$ cat config.mk
export PLATFORM = sky130hd
export DESIGN_NAME = pipe_hazard_ctrl_flat
export DESIGN_NICKNAME = d
export VERILOG_FILES = /design/src/rtl/pipe_hazard_ctrl_pkg.sv /design/src/rtl/pipe_hazard_ctrl_if.sv /design/src/rtl/pipe_hazard_ctrl_fwd_match.sv /design/src/rtl/pipe_hazard_ctrl.sv /design/src/flat_wrapper.sv
export SDC_FILE = /design/constraint.sdc
export NUM_CORES = 1
export LEC_CHECK = 0
export BUFFER_PORTS_ARGS = -buffer_cell sky130_fd_sc_hd__buf_2
export CORE_MARGIN = 2
export CORE_UTILIZATION = 40
export CTS_CLUSTER_SIZE = 10
export DETAILED_ROUTE_END_ITERATION = 10
export SYNTH_ARGS = -nofsm -noshare
export SYNTH_HDL_FRONTEND = slang
export SYNTH_SLANG_ARGS = --single-unit
export TNS_END_PERCENT = 100
$ cat constraint.sdc
create_clock -name clk -period 2.2 [get_ports clk]
set_input_delay 0.11 -clock clk [delete_from_list [all_inputs] [get_ports clk]]
set_output_delay 0.11 -clock clk [all_outputs]
set_load 0.01 [all_outputs]
$ cat src/rtl/pipe_hazard_ctrl_pkg.sv
// Shared types for the pipeline hazard/forwarding controller.
// Tracking entries carry a fixed-width rd so one struct serves any REG_ADDR_W up to TRK_RD_W.
package pipe_ctrl_pkg;

  localparam int DEF_REG_ADDR_W = 5;
  localparam int TRK_RD_W       = 8;

  typedef struct packed {
    logic                valid;
    logic [TRK_RD_W-1:0] rd;
    logic                is_load;
  } trk_entry_t;

  typedef enum logic {
    RUN   = 1'b0,
    FLUSH = 1'b1
  } ctrl_state_t;

  function automatic int sel_width(input int depth);
    return $clog2(depth + 1);
  endfunction

endpackage

$ cat src/rtl/pipe_hazard_ctrl_if.sv
// Decode-side request bundle and hazard/forwarding responses of pipe_hazard_ctrl.
// Purely combinational handshake: no backpressure beyond the stall/flush outputs themselves.
interface pipe_hazard_ctrl_if #(
  parameter int REG_ADDR_W = 5,
  parameter int SEL_W      = 2,
  parameter int CNT_W      = 16
);
  logic                  id_valid;
  logic [REG_ADDR_W-1:0] id_rs1;
  logic [REG_ADDR_W-1:0] id_rs2;
  logic                  id_uses_rs1;
  logic                  id_uses_rs2;
  logic [REG_ADDR_W-1:0] id_rd;
  logic                  id_reg_we;
  logic                  id_is_load;
  logic                  ex_jump_taken;
  logic                  stall;
  logic                  flush;
  logic                  issue;
  logic [SEL_W-1:0]      fwd_sel_a;
  logic [SEL_W-1:0]      fwd_sel_b;
  logic [CNT_W-1:0]      stall_cnt;
  logic [CNT_W-1:0]      flush_cnt;

  modport master (
    output id_valid, id_rs1, id_rs2, id_uses_rs1, id_uses_rs2,
           id_rd, id_reg_we, id_is_load, ex_jump_taken,
    input  stall, flush, issue, fwd_sel_a, fwd_sel_b, stall_cnt, flush_cnt
  );

  modport slave (
    input  id_valid, id_rs1, id_rs2, id_uses_rs1, id_uses_rs2,
           id_rd, id_reg_we, id_is_load, ex_jump_taken,
    output stall, flush, issue, fwd_sel_a, fwd_sel_b, stall_cnt, flush_cnt
  );
endinterface

$ cat src/rtl/pipe_hazard_ctrl_fwd_match.sv
// Per-operand priority encoder: youngest valid in-flight writer of rs wins; zero latency.
// load_hit flags that the winning writer is a load still in EX (entry 0), i.e. a load-use hazard.
module fwd_match
  import pipe_ctrl_pkg::*;
#(
  parameter int REG_ADDR_W = DEF_REG_ADDR_W,
  parameter int FWD_DEPTH  = 2,
  parameter int SEL_W      = sel_width(FWD_DEPTH)
) (
  input  logic [REG_ADDR_W-1:0]       rs,
  input  logic                        use_rs,
  input  trk_entry_t [FWD_DEPTH-1:0]  ent,
  output logic [SEL_W-1:0]            fwd_sel,
  output logic                        load_hit
);

  logic win_is_load;

  always_comb begin
    fwd_sel     = '0;
    win_is_load = 1'b0;
    if (use_rs && rs != '0) begin
      // Scan oldest to youngest so the lowest matching index is the last one written.
      for (int k = FWD_DEPTH - 1; k >= 0; k--) begin
        if (ent[k].valid && ent[k].rd == TRK_RD_W'(rs)) begin
          fwd_sel     = SEL_W'(k + 1);
          win_is_load = ent[k].is_load;
        end
      end
    end
    load_hit = win_is_load && (fwd_sel == SEL_W'(1));
  end

endmodule

$ cat src/rtl/pipe_hazard_ctrl.sv
// Hazard, forwarding and jump-flush controller between decode and EX; stall/flush/issue are same-cycle.
// Load-use stalls hold ID for one cycle; a taken jump squashes FLUSH_CYCLES ID slots, flush beats stall.
module pipe_hazard_ctrl
  import pipe_ctrl_pkg::*;
#(
  parameter int REG_ADDR_W   = DEF_REG_ADDR_W,
  parameter int FWD_DEPTH    = 2,
  parameter int FLUSH_CYCLES = 2,
  parameter int CNT_W        = 16,
  parameter int SEL_W        = sel_width(FWD_DEPTH)
) (
  input  logic               clk,
  input  logic               rst_n,
  pipe_hazard_ctrl_if.slave  bus
);

  localparam logic [2:0] FRELOAD = 3'(FLUSH_CYCLES - 1);

  ctrl_state_t                state_q, state_d;
  logic [2:0]                 fcnt_q, fcnt_d;
  trk_entry_t [FWD_DEPTH-1:0] trk_q, trk_d;
  logic [CNT_W-1:0]           stall_cnt_q, stall_cnt_d;
  logic [CNT_W-1:0]           flush_cnt_q, flush_cnt_d;

  logic             jump_flush, flush, stall, issue;
  logic             hit_a, hit_b;
  logic [SEL_W-1:0] sel_a, sel_b;

  fwd_match #(.REG_ADDR_W(REG_ADDR_W), .FWD_DEPTH(FWD_DEPTH), .SEL_W(SEL_W)) u_match_a (
    .rs(bus.id_rs1), .use_rs(bus.id_uses_rs1), .ent(trk_q), .fwd_sel(sel_a), .load_hit(hit_a)
  );

  fwd_match #(.REG_ADDR_W(REG_ADDR_W), .FWD_DEPTH(FWD_DEPTH), .SEL_W(SEL_W)) u_match_b (
    .rs(bus.id_rs2), .use_rs(bus.id_uses_rs2), .ent(trk_q), .fwd_sel(sel_b), .load_hit(hit_b)
  );

  always_comb begin
    state_d    = state_q;
    fcnt_d     = fcnt_q;
    jump_flush = 1'b0;
    case (state_q)
      RUN: begin
        if (bus.ex_jump_taken) begin
          jump_flush = 1'b1;
          if (FRELOAD != 3'd0) begin
            state_d = FLUSH;
            fcnt_d  = FRELOAD;
          end
        end
      end
      FLUSH: begin
        jump_flush = 1'b1;
        if (bus.ex_jump_taken) begin
          fcnt_d = FRELOAD;
        end else begin
          fcnt_d = fcnt_q - 3'd1;
          if (fcnt_q == 3'd1) state_d = RUN;
        end
      end
      default: begin
        state_d = RUN;
        fcnt_d  = 3'd0;
      end
    endcase
  end

  always_comb begin
    // Outputs read as idle while reset is held, even with live decode inputs.
    flush = rst_n && jump_flush;
    stall = rst_n && bus.id_valid && (hit_a || hit_b) && !flush;
    issue = rst_n && bus.id_valid && !stall && !flush;

    trk_d = '0;
    if (issue && bus.id_reg_we && bus.id_rd != '0) begin
      trk_d[0] = '{valid: 1'b1, rd: TRK_RD_W'(bus.id_rd), is_load: bus.id_is_load};
    end
    for (int k = 1; k < FWD_DEPTH; k++) begin
      trk_d[k] = trk_q[k-1];
    end

    stall_cnt_d = stall_cnt_q;
    flush_cnt_d = flush_cnt_q;
    if (stall && stall_cnt_q != {CNT_W{1'b1}}) stall_cnt_d = stall_cnt_q + CNT_W'(1);
    if (flush && flush_cnt_q != {CNT_W{1'b1}}) flush_cnt_d = flush_cnt_q + CNT_W'(1);
  end

  always_ff @(posedge clk or negedge rst_n) begin
    if (!rst_n) begin
      state_q     <= RUN;
      fcnt_q      <= 3'd0;
      trk_q       <= '0;
      stall_cnt_q <= '0;
      flush_cnt_q <= '0;
    end else begin
      state_q     <= state_d;
      fcnt_q      <= fcnt_d;
      trk_q       <= trk_d;
      stall_cnt_q <= stall_cnt_d;
      flush_cnt_q <= flush_cnt_d;
    end
  end

  assign bus.stall     = stall;
  assign bus.flush     = flush;
  assign bus.issue     = issue;
  assign bus.fwd_sel_a = sel_a;
  assign bus.fwd_sel_b = sel_b;
  assign bus.stall_cnt = stall_cnt_q;
  assign bus.flush_cnt = flush_cnt_q;

endmodule

$ cat src/flat_wrapper.sv
// flat-port wrapper written by rule: the top's interface ports become plain ports
module pipe_hazard_ctrl_flat import pipe_ctrl_pkg::*;
#(
  parameter int REG_ADDR_W   = DEF_REG_ADDR_W,
  parameter int FWD_DEPTH    = 2,
  parameter int FLUSH_CYCLES = 2,
  parameter int CNT_W        = 16,
  parameter int SEL_W        = sel_width(FWD_DEPTH)
)
  (clk, rst_n, bus_id_valid, bus_id_rs1, bus_id_rs2, bus_id_uses_rs1, bus_id_uses_rs2, bus_id_rd, bus_id_reg_we, bus_id_is_load, bus_ex_jump_taken, bus_stall, bus_flush, bus_issue, bus_fwd_sel_a, bus_fwd_sel_b, bus_stall_cnt, bus_flush_cnt);
  pipe_hazard_ctrl_if #(.REG_ADDR_W(REG_ADDR_W), .SEL_W(SEL_W), .CNT_W(CNT_W)) bus_i ();
  input  logic clk;
  input  logic rst_n;
  input wire logic [$bits(bus_i.id_valid)-1:0] bus_id_valid;
  input wire logic [$bits(bus_i.id_rs1)-1:0] bus_id_rs1;
  input wire logic [$bits(bus_i.id_rs2)-1:0] bus_id_rs2;
  input wire logic [$bits(bus_i.id_uses_rs1)-1:0] bus_id_uses_rs1;
  input wire logic [$bits(bus_i.id_uses_rs2)-1:0] bus_id_uses_rs2;
  input wire logic [$bits(bus_i.id_rd)-1:0] bus_id_rd;
  input wire logic [$bits(bus_i.id_reg_we)-1:0] bus_id_reg_we;
  input wire logic [$bits(bus_i.id_is_load)-1:0] bus_id_is_load;
  input wire logic [$bits(bus_i.ex_jump_taken)-1:0] bus_ex_jump_taken;
  output wire logic [$bits(bus_i.stall)-1:0] bus_stall;
  output wire logic [$bits(bus_i.flush)-1:0] bus_flush;
  output wire logic [$bits(bus_i.issue)-1:0] bus_issue;
  output wire logic [$bits(bus_i.fwd_sel_a)-1:0] bus_fwd_sel_a;
  output wire logic [$bits(bus_i.fwd_sel_b)-1:0] bus_fwd_sel_b;
  output wire logic [$bits(bus_i.stall_cnt)-1:0] bus_stall_cnt;
  output wire logic [$bits(bus_i.flush_cnt)-1:0] bus_flush_cnt;
  assign bus_i.id_valid = bus_id_valid;
  assign bus_i.id_rs1 = bus_id_rs1;
  assign bus_i.id_rs2 = bus_id_rs2;
  assign bus_i.id_uses_rs1 = bus_id_uses_rs1;
  assign bus_i.id_uses_rs2 = bus_id_uses_rs2;
  assign bus_i.id_rd = bus_id_rd;
  assign bus_i.id_reg_we = bus_id_reg_we;
  assign bus_i.id_is_load = bus_id_is_load;
  assign bus_i.ex_jump_taken = bus_ex_jump_taken;
  assign bus_stall = bus_i.stall;
  assign bus_flush = bus_i.flush;
  assign bus_issue = bus_i.issue;
  assign bus_fwd_sel_a = bus_i.fwd_sel_a;
  assign bus_fwd_sel_b = bus_i.fwd_sel_b;
  assign bus_stall_cnt = bus_i.stall_cnt;
  assign bus_flush_cnt = bus_i.flush_cnt;
  pipe_hazard_ctrl #(.REG_ADDR_W(REG_ADDR_W), .FWD_DEPTH(FWD_DEPTH), .FLUSH_CYCLES(FLUSH_CYCLES), .CNT_W(CNT_W), .SEL_W(SEL_W)) u_core (.clk(clk), .rst_n(rst_n), .bus(bus_i));
endmodule
-- Word-level counts from Yosys, hierarchy flattened
Cells that the tools add are included.
- input bits: 23
- output and inout bits: 39
- register bits after elaboration: 56
- word-level logic and storage cells: 69
- reduce and logical (&&, ||, !) cells: 24
- equality and inequality tests: 10
- bitwise operators: 1
- mux-type cells: 21
- $add $sub $neg: 3
- operators with widths (cell ; number):
    adder 16 x 1 -> 16 bit (second input constant) ; 2
    equality test 8 x 5 -> 1 bit ; 4
    inequality test 16 bit (second input constant) ; 2
    logical AND 1 bit ; 18
    nonzero test 5 bit ; 3
    two-way mux 2 bit ; 6
    two-way mux 10 bit ; 1
    two-way mux 1 bit ; 9
    two-way mux 3 bit ; 2
    case mux 3 bit (2 select lines) ; 1
    equality test 2 x 1 -> 1 bit (second input constant) ; 2
    case mux 1 bit (2 select lines) ; 2
    equality test 3 x 1 -> 1 bit (second input constant) ; 1
    subtractor 3 x 1 -> 3 bit (second input constant) ; 1
    zero test 1 bit ; 2
    inequality test 2 bit (second input constant) ; 1
    logical OR 1 bit ; 1
    NOT 1 bit ; 1

-- Depth between registers and ports, before layout
Gate-level depths: netlist of the first run.
- depth after elaboration: 16
- depth in mapped cells: 8
- gate-level depth less buffers: 7

-- By module
A second synthesis of the first run with hierarchy kept.
- cells, all modules: 233
- area total of the unflattened synthesis: 2602.5 µm²
- modules (own cells, without submodules) (module ; times used ; seq. area each (µm²) ; area each (µm²) ; cells an instance):
    pipe_hazard_ctrl ; 1 ; 1251.2 ; 2264.7 ; 191
    fwd_match ; 2 ; 0.0 ; 168.9 ; 21

-- Worst setup path after synthesis of the first run
Ideal clock, no wire load.
- path type: register -> register
- from: register u_core.trk_q, in the netlist u_core.trk_d[14]
- to: register u_core.stall_cnt_q[1], in the netlist u_core.bus.stall_cnt[1]
- buffers on the path: 0
- arrival: 1.698 ns
- setup slack: 0.374 ns
- period minus slack after synthesis: 1.826 ns
- stages on the path, launching flop included: 7
- cells stage by stage: dfrtp_1 > xor2_1 > nor4_2 > nand3_2 > o22ai_4 > nand3_2 > mux2_1
- longest elaborated chain between the ends: 10
- elaborated cells between the ends (all ways): 20
- ends and longest elaborated chain (item ; line ; text):
    start, declared ; pipe_hazard_ctrl.sv:21 ; trk_entry_t [FWD_DEPTH-1:0] trk_q, trk_d;
    start signal, assigned ; pipe_hazard_ctrl.sv:97 ; trk_q <= trk_d;
    equality test 8 x 5 -> 1 bit ; pipe_hazard_ctrl_fwd_match.sv:25 ; if (ent[k].valid && ent[k].rd == TRK_RD_W'(rs)) begin
    logical AND 1 bit ; pipe_hazard_ctrl_fwd_match.sv:25 ;
    two-way mux 2 bit ; pipe_hazard_ctrl_fwd_match.sv:25 ;
    two-way mux 2 bit ; pipe_hazard_ctrl_fwd_match.sv:22 ; if (use_rs && rs != '0) begin
    equality test 2 x 1 -> 1 bit ; pipe_hazard_ctrl_fwd_match.sv:31 ; load_hit = win_is_load && (fwd_sel == SEL_W'(1));
    logical AND 1 bit ; pipe_hazard_ctrl_fwd_match.sv:31 ;
    logical OR 1 bit * ; pipe_hazard_ctrl.sv:70 ; stall = rst_n && bus.id_valid && (hit_a || hit_b) && !flush;
    logical AND 1 bit * (2 in a row) ; pipe_hazard_ctrl.sv:70 ;
    logical AND 1 bit * ; pipe_hazard_ctrl.sv:83 ; if (stall && stall_cnt_q != {CNT_W{1'b1}}) stall_cnt_d = stall_cnt_q + CNT_W'(1);
    end signal, assigned ; pipe_hazard_ctrl.sv:98 ; stall_cnt_q <= stall_cnt_d;
    end, declared ; pipe_hazard_ctrl.sv:22 ; logic [CNT_W-1:0] stall_cnt_q, stall_cnt_d;
Mark *: on every way between the ends. The rest lies on a longest branch, timed or not.
A chain may end at the register's enable or synchronous reset.

-- Worst setup path after layout of the first run
- from: register u_core.trk_q, in the netlist u_core.trk_d[14]
- to: output port bus_issue
- longest elaborated chain between the ends: 12
- elaborated cells between the ends (all ways): 22
- ends and longest elaborated chain (item ; line ; text):
    equality test 8 x 5 -> 1 bit ; pipe_hazard_ctrl_fwd_match.sv:25 ;
    logical AND 1 bit ; pipe_hazard_ctrl_fwd_match.sv:25 ;
    two-way mux 2 bit ; pipe_hazard_ctrl_fwd_match.sv:25 ;
    two-way mux 2 bit ; pipe_hazard_ctrl_fwd_match.sv:22 ;
    equality test 2 x 1 -> 1 bit ; pipe_hazard_ctrl_fwd_match.sv:31 ;
    logical AND 1 bit ; pipe_hazard_ctrl_fwd_match.sv:31 ;
    logical OR 1 bit * ; pipe_hazard_ctrl.sv:70 ;
    logical AND 1 bit * (2 in a row) ; pipe_hazard_ctrl.sv:70 ;
    zero test 1 bit * ; pipe_hazard_ctrl.sv:71 ; issue = rst_n && bus.id_valid && !stall && !flush;
    logical AND 1 bit * (2 in a row) ; pipe_hazard_ctrl.sv:71 ;
    end, declared ; flat_wrapper.sv:25 ; output wire logic [$bits(bus_i.issue)-1:0] bus_issue;
Marked as above.

==> flow_summary.toml, run 1 <==
[routing]
ant_nets = 0
wire_per_inst_um = 13.3
wirelength_mm = 4.84
dr_wl_met2_mm = 2.19
avgViaCountPerCell = 4.91
firstDrtPassIters = 4
top_layer_used = "met4"
wl_met3_um = 237
met1_length_mm = 2.35
vias = 1793
drc = 0
drt_iter0_drc = 79

[floorplan]
die-area_um2 = 6610
core_area_um2 = 5850
num_rows = 28
ios = 62
die_x_um = 81.3
dieHeight_um = 81.3
start_util_pct = 40.8

[finish]
antenna_cells = 0
drive_gt1_share_pct = 29.0
nNetsFinal = 316
fin_util_pct = 50.7
area_delta_synth_final_pct = 24.1
stdcell_count = 365

[critical_path]
critPathLaunchType = "register"
critPathRequiredTime_ns = 2.09
crit_type = "register to output pin"
crit_path_end_kind = "output pin"
crit_fanout = 8
critPathArrivalTime_ns = 1.96

[global_routing]
grt_pass1_vias = 1699
grt_usage_pct = 15.6
grt_antenna_before_repair = 0
grt_max_degree = 34
grt_pass1_wl_mm = 7.95
grt-ovfl-total = 0

[sta]
fmax_mhz = 484
hold_violations = 0
fin_skew_ns = 0.00913
tns_ns = 0
setup_violations = 0
min_period_ns = 2.07
rsz0062_at_grt = "no"
slew_violations = 0
fin_crit_sh_pct = 94.0
slew_headroom_pct = 71.9
worst_slew_pin_slew_ns = 0.421

[power]
p_int_w = 0.00156
clkPwrFrac_pct = 30.6
p_leak_nw = 1.51
sequentialPowerShare_pct = 50.9
combPwrFrac_pct = 18.5
swShare_pct = 27.9
peakVddDrop_uv = 450
switchingPower_w = 0.000604
p_per_area_nw_per_um2 = 730

[outcome]
status = "finished, final reports clean"

[synth]
avgSynthCellArea_um2 = 11.2
ys_warn_count = 0
yosysSeqAreaShare_pct = 51.3
synth_seq_cells = 49
async_reset_ff_share_pct = 100
syn_area_um2 = 2390
synth_area_leaders = "dfrtp_1, xnor2_1, xor2_1"
synthFlopType = "dfrtp_1"
yosys.area.top_type = "dfrtp_1"
synth.distinct_cells = 30
synth_nets = 240
synth_edf_count = 0
yosysMostFrequentCell = "dfrtp_1"
syn_inst = 213
yosys-top-cells-count = "dfrtp_1, xnor2_1, and3_1, nand3_1, xor2_1"
netlist.area_leader.share_pct = 51.3

[clocking]
h-tree-depth = 2
cts_tree = "built"
cts_root_buf = "clkbuf_8"
numCtsBuffers = 5
ctsResizeCount = 0
clk_pin_slew_ns = 0.08
clock_latency_ns = 0.30
cts.sinks = 49
cts_buffer_depth = 2

[place]
globalplace.congestion = 0.830
dp.cells = 352
dp_hpwl_mm = 3.61
port_buffers = 61

[run]
cap_violations = 0

[hold_path]
hold_class = "input port to register"
## placed cells by master (no fill, tap or decap), types with 2 or more instances in the layout
| cell type | n |
|---|---|
| nor2_1 | 10 |
| xor2_1 | 18 |
| nor4_1 | 3 |
| mux2_1 | 2 |
| buf_2 | 61 |
| and2_1 | 4 |
| nand3_2 | 2 |
| nand4_1 | 13 |
| clkbuf_8 | 6 |
| nand2_1 | 8 |
| inv_1 | 4 |
| nand2b_1 | 2 |
| ha_1 | 4 |
| and4_1 | 2 |
| o21ai_2 | 2 |
| buf_4 | 9 |
| xnor2_1 | 33 |
| and3_1 | 20 |
| nand3_1 | 20 |
| nor3b_1 | 3 |
| dfrtp_1 | 49 |
| or4_1 | 3 |
## repair_timing
item	in CTS	in global routing
hold buffers	1	0
setup endpoints to repair	0	2
buffers inserted	0	4
hold endpoints to repair	16	0
## layer usage
metal | up-vias | GRT usage [%]
met3 | 6 | 3.89
met2 | 46 | 23.4
met1 | 845 | 22.1
li1 | 896 | -
met5 | - | 0
met4 | 0 | 5.08
## through the flow
| stage | total power [W] | setup WS [ns] | cell area (um^2) | hold slack, ns |
|---|---|---|---|---|
| final | 0.00217 | 0.132 | 2970 | 0.0208 |
| after global routing | 0.00229 | 0.00738 | 2970 | 0.0219 |
| after CTS | 0.00219 | 0.0516 | 2940 | 0.0116 |
| after detailed placement | 0.00152 | 0.231 | 2810 | -0.0147 |
| after global placement | 0.00152 | 0.235 | 2810 | -0.0155 |
| after floorplan | 0.00136 | 0.374 | 2390 | -0.186 |
## power groups by stage
stage	clock (W)	sequential, W	combinational, W
floorplan	0	0.00113	0.000226
global placement	0	0.00112	0.000399
detailed placement	0	0.00112	0.000404
CTS	0.000682	0.00110	0.000407
global route	0.000715	0.00112	0.000452
finish	0.000663	0.00110	0.000400
## worst paths after layout
| kind | from | to | slack [ns] | cells past startpoint |
|---|---|---|---|---|
| worst min-delay path | bus_ex_jump_taken | u_core.fcnt_q[1] | 0.02 | 2 |
| max in group asynchronous | rst_n | u_core.bus.stall_cnt[9] | 1.32 | 3 |
| min in group asynchronous | rst_n | u_core.bus.flush_cnt[1] | 0.19 | 2 |
| worst min register to register | u_core.trk_d[19] | u_core.trk_q[19] | 0.43 | 0 |
| worst max-delay path | u_core.trk_d[14] | bus_issue | 0.13 | 6 |
| worst max register to register | u_core.trk_d[14] | u_core.bus.stall_cnt[1] | 0.18 | 7 |
## cells by family after synthesis
| family | count (synthesis) | synth area share, % |
|---|---|---|
| buf+inv | 6 | 1.31 |
| flops | 49 | 51.3 |
| simple gates | 93 | 22.5 |
| fa+ha+maj | 4 | 2.09 |
| compound gates | 7 | 2.78 |
| mux | 3 | 1.36 |
| xor+xnor | 51 | 18.7 |
## sequential cells by signal (all words and copies together), names as in the netlist
signal                count
u_core.bus.flush_cnt     16
u_core.trk_d              7
u_core.bus.stall_cnt     16
u_core.fcnt_q             3
u_core.trk_q              6
u_core.state_q            1
## final cells by class
cell class,count,area (um^2)
fillers,545,2880
flip-flops and latches,49,1230
multi-input cells,158,1130
repair buffers,71,383
well taps,75,93.8
clock buffers,7,86.3
clock inverters,1,30.0
inverters,4,15.0
## critical path: stages, from the launching register on
cell     delay [ns]
dfrtp_1        0.42
xor2_1         0.16
nor4_2         0.30
nand3_2        0.16
o22ai_4        0.30
a21oi_2        0.16
buf_2          0.16
Note: power is estimated with default switching activity, not from simulation.
==> inputs of run 2 (changes only) <==
GPL_ROUTABILITY_DRIVEN = 0   (was not set)
RECOVER_POWER = 25   (was not set)
==> run 2 against run 1 <==
  * Clock power about the same
  * Fmax unchanged
  * Flip-flop and latch count is the same
  * Sequential share of layout area up 0.087 points
  * Register-to-register slack about the same
  * Critical path depth unchanged
  * Worst hold slack is essentially flat
  * Combinational power hardly changed
  * Routed wire length hardly changed
  * Largest cell class unchanged
==> flow_summary.toml, run 2 (synthesized netlist as in run 1, its figures left out) <==
[clocking]
clock_latency_ns = 0.30
cts_buffer_depth = 2
numCtsBuffers = 5
cts_tree = "built"
clk_pin_slew_ns = 0.08
h-tree-depth = 2
cts_root_buf = "clkbuf_8"
ctsResizeCount = 0
cts.sinks = 49

[place]
dp_hpwl_mm = 3.61
post-place-ws_ns = 0.231
dp.cells = 352
port_buffers = 61

[routing]
avgViaCountPerCell = 4.91
drt_iter0_drc = 79
drc = 0
vias = 1791
ant_nets = 0
firstDrtPassIters = 4
wire_per_inst_um = 13.3
wirelength_mm = 4.85

[power]
sequentialPowerShare_pct = 50.9
clkPwrFrac_pct = 30.6
p_per_area_nw_per_um2 = 731
peakVddDrop_uv = 450
swShare_pct = 28.0
combPwrFrac_pct = 18.4
switchingPower_w = 0.000605
total_power_w = 0.00216
p_int_w = 0.00156
p_leak_nw = 1.51

[critical_path]
crit_path_end_kind = "output pin"
crit_fanout = 8
critical-path-slowest-cell = "dfrtp_1"
cp_cell_sequence = "xor2_1 -> nor4_2 -> nand3_2 -> o22ai_4 -> a21oi_2 -> buf_2"
critPathLaunchType = "register"
critPathRequiredTime_ns = 2.09
critPathArrivalTime_ns = 1.96
crit_type = "register to output pin"
slowest_delay_ns = 0.42

[sta]
fin_skew_ns = 0.00911
slew_headroom_pct = 45.5
rsz0062_at_grt = "no"
holdWs_ns = 0.0208
worst_slew_pin_slew_ns = 0.818
min_period_ns = 2.07
slew_violations = 0
fmax_mhz = 484
tns_ns = 0
setup_violations = 0
finalWorstSetupSlack_ns = 0.132
fin_crit_sh_pct = 94.0
hold_violations = 0

[floorplan]
die_x_um = 81.3
num_rows = 28
start_util_pct = 40.8
ios = 62
core_area_um2 = 5850
die-area_um2 = 6610
dieHeight_um = 81.3

[global_routing]
grt-ovfl-total = 0
grt_usage_pct = 15.6
grt_antenna_before_repair = 0
grt_pass1_vias = 1699
grt_pass1_wl_mm = 7.95
grt_max_degree = 34

[finish]
nNetsFinal = 316
final_cell_mix = "buf_2, dfrtp_1, xnor2_1"
area_delta_synth_final_pct = 23.9
final_common_cell = "buf_2"
drive_gt1_share_pct = 28.6
antenna_cells = 0
stdcell_count = 365
fill_cells = 545

[hold_path]
hold_class = "input port to register"

[outcome]
status = "finished, final reports clean"

[run]
cap_violations = 0
[run 2: changes by cell type in the layout (fill, tap and decap cells not counted), sizes merged]
cell / previous run / this run
buf: 70 / 68
clkbuf: 7 / 9
[run 2: power groups by stage]
stage          clock, W  sequential (W)  combinational [W]
2_1_floorplan         0         0.00113           0.000226
3_3_place_gp          0         0.00112           0.000399
6_report       0.000663         0.00110           0.000399
3_5_place_dp          0         0.00112           0.000404
4_1_cts        0.000682         0.00110           0.000407
5_1_grt        0.000715         0.00112           0.000451
[run 2: cell type report]
class | count | area, um^2 | area share, %
clock inverters | 1 | 30.0 | 1.01
multi-input cells | 158 | 1130 | 38.3
well taps | 75 | 93.8 | 3.17
repair buffers | 71 | 377 | 12.7
inverters | 4 | 15.0 | 0.507
clock buffers | 7 | 86.3 | 2.92
flip-flops and latches | 49 | 1230 | 41.4
[run 2: what timing repair did]
| item | 4_1_cts | 5_1_grt |
|---|---|---|
| setup endpoints to repair | 0 | 2 |
| hold buffers | 1 | 0 |
| buffers inserted | 0 | 4 |
| hold endpoints to repair | 16 | 0 |
[run 2: layer usage]
layer / vias to the layer above / track usage, % / share of wire (%)
met3: 6 / 3.89 / 4.9
met4: 0 / 5.08 / 1.3
met2: 46 / 23.4 / 45
met1: 843 / 22.1 / 49
met5: - / 0 / 0
li1: 896 / - / -
[run 2: per-stage QoR]
step                      utilization (%)  instance area, um^2
after global placement               48.0                 2810
after global routing                 50.6                 2960
final                                50.6                 2960
after floorplan                         -                 2390
after detailed placement             48.0                 2810
after CTS                            50.2                 2940
[run 2: critical path: cells and delay by family (launching register included)]
kind | cells | cell delay [ns]
xor gates and xnor gates | 1 | 0.16
and+or+nand+nor | 2 | 0.46
AOI/OAI and AO/OA | 2 | 0.46
DFF | 1 | 0.42
buffers and inverters | 1 | 0.16
[run 2: path summary, 6_finish.rpt]
| kind | from | cells after the start | end | slack, ns |
|---|---|---|---|---|
| setup / recovery | u_core.trk_d[14] | 6 | bus_issue | 0.13 |
| hold / removal | bus_ex_jump_taken | 2 | u_core.fcnt_q[1] | 0.02 |
| setup reg to reg | u_core.trk_d[14] | 7 | u_core.bus.stall_cnt[1] | 0.18 |
| hold reg to reg | u_core.trk_d[19] | 0 | u_core.trk_q[19] | 0.43 |
| max in group asynchronous | rst_n | 3 | u_core.bus.stall_cnt[9] | 0.96 |
| min in group asynchronous | rst_n | 2 | u_core.bus.flush_cnt[1] | 0.19 |
==> inputs of run 3 (changes only) <==
CORE_UTILIZATION = 34   (was 40)
==> run 3 against run 2 <==
  * Via count is 1.3% higher
  * Routed wire length is 3.9% higher
  * Utilization is 7.2 points lower
  * Power is 0.57% lower
  * Largest power group unchanged
==> flow_summary.toml, run 3 (synthesized netlist as in run 1, its figures left out) <==
[place]
dp_hpwl_mm = 3.72
post-place-ws_ns = 0.129
dpl_cell_area_um2 = 2830
port_buffers = 61
dp.cells = 372

[sta]
fmax_mhz = 487
finalWorstSetupSlack_ns = 0.149
min_period_ns = 2.05
hold_violations = 0
setup_violations = 0
slew_violations = 0
slew_headroom_pct = 59.8
tns_ns = 0
fin_skew_ns = 0.00812
rsz0062_at_grt = "no"
fin_crit_sh_pct = 93.2
worst_slew_pin_slew_ns = 0.603

[critical_path]
regToRegSetupSlack_ns = 0.19
path_buf_inv = 1
crit_path_start = "u_core.trk_d[15]"
critPathArrivalTime_ns = 1.94
slowest_delay_ns = 0.42
cp_cell_sequence = "xor2_1 -> nor4_1 -> nand3_1 -> o22ai_4 -> a21oi_2 -> buf_2"
r2r_start = "u_core.trk_d[15]"
crit_type = "register to output pin"
critPathRequiredTime_ns = 2.09
critPathLaunchType = "register"
critical_path.top_delay_family = "simple AND/OR/NAND/NOR gates"
critical-path-slowest-cell = "dfrtp_1"
worstRegToRegCells = 8
r2r_end = "u_core.bus.stall_cnt[9]"
crit_path_end_kind = "output pin"
crit_fanout = 8

[finish]
final_cell_mix = "dfrtp_1, buf_2, xnor2_1"
drive_gt1_share_pct = 20.1
stdcell_area_um2 = 2950
final_common_cell = "dfrtp_1"
area_delta_synth_final_pct = 23.4
stdcell_count = 384
nNetsFinal = 314
antenna_cells = 0

[global_routing]
grt_pass1_vias = 1840
grt_antenna_before_repair = 0
grt_usage_pct = 13.9
grt_pass1_wl_mm = 8.49
grt-ovfl-total = 0
grt_max_degree = 47

[power]
peakVddDrop_uv = 517
p_leak_nw = 1.40
p_per_area_nw_per_um2 = 730

[clocking]
clock_latency_ns = 0.30
cts_root_buf = "clkbuf_8"
cts_tree = "built"
clk_pin_slew_ns = 0.09
ctsResizeCount = 0
h-tree-depth = 2
cts.sinks = 49
numCtsBuffers = 5
cts_buffer_depth = 2

[routing]
avgViaCountPerCell = 4.72
drt_iter0_drc = 105
vias = 1814
wire_per_inst_um = 13.1
ant_nets = 0
drc = 0
wirelength_mm = 5.03
firstDrtPassIters = 4

[floorplan]
ios = 62
core_area_um2 = 6790
die-area_um2 = 7710
die_x_um = 87.8
dieHeight_um = 87.8
start_util_pct = 35.2
num_rows = 30

[hold_path]
hold_depth = 2
hold_class = "input port to register"
worstHoldStart = "bus_ex_jump_taken"
whs_endpoint = "u_core.fcnt_q[2]"

[outcome]
status = "finished, final reports clean"

[run]
cap_violations = 0
## run 3: worst max path at each step
stage | endpoint | depth (start not counted)
2_1_floorplan | u_core.bus.stall_cnt[1] | 6
3_5_place_dp | u_core.bus.stall_cnt[1] | 6
5_1_grt | bus_issue | 6
3_3_place_gp | u_core.bus.stall_cnt[1] | 6
6_report | bus_issue | 6
4_1_cts | bus_issue | 6
## run 3: repair_timing
action	4_1_cts	5_1_grt
hold buffers	1	0
endpoints found under the setup margin	2	0
hold endpoints to repair	3	0
buffers inserted	3	0
## run 3: power by group
part | internal, W | leakage (nW) | switching (W)
clock | 0.000371 | 0.0585 | 0.000298
sequential | 0.000998 | 0.665 | 0.000105
combinational | 0.000176 | 0.682 | 0.000204
## run 3: stage by stage
stage / util (%) / hold slack [ns] / power [W]
global placement: 41.6 / -0.0617 / 0.00152
global route: 43.4 / 0.0155 / 0.00228
CTS: 43.8 / 0.0234 / 0.00219
finish: 43.4 / 0.0255 / 0.00215
floorplan: - / -0.186 / 0.00136
detailed placement: 41.6 / -0.0643 / 0.00152
## run 3: layout make-up
cell class / count / area, um^2
Timing Repair Buffer: 69 / 338
Inverter: 4 / 15.0
Fill cell: 672 / 3850
Tap cell: 96 / 120
Clock buffer: 7 / 86.3
Multi-Input combinational cell: 158 / 1130
Sequential cell: 49 / 1230
Clock inverter: 1 / 30.0
## run 3: layer usage
| metal | part of all wire (%) | global-route usage, % | vias to the layer above |
|---|---|---|---|
| li1 | - | - | 894 |
| met4 | 1.3 | 5.17 | 0 |
| met1 | 47 | 18.1 | 866 |
| met3 | 6.0 | 3.77 | 7 |
| met2 | 46 | 22.1 | 47 |
| met5 | 0 | 0 | - |
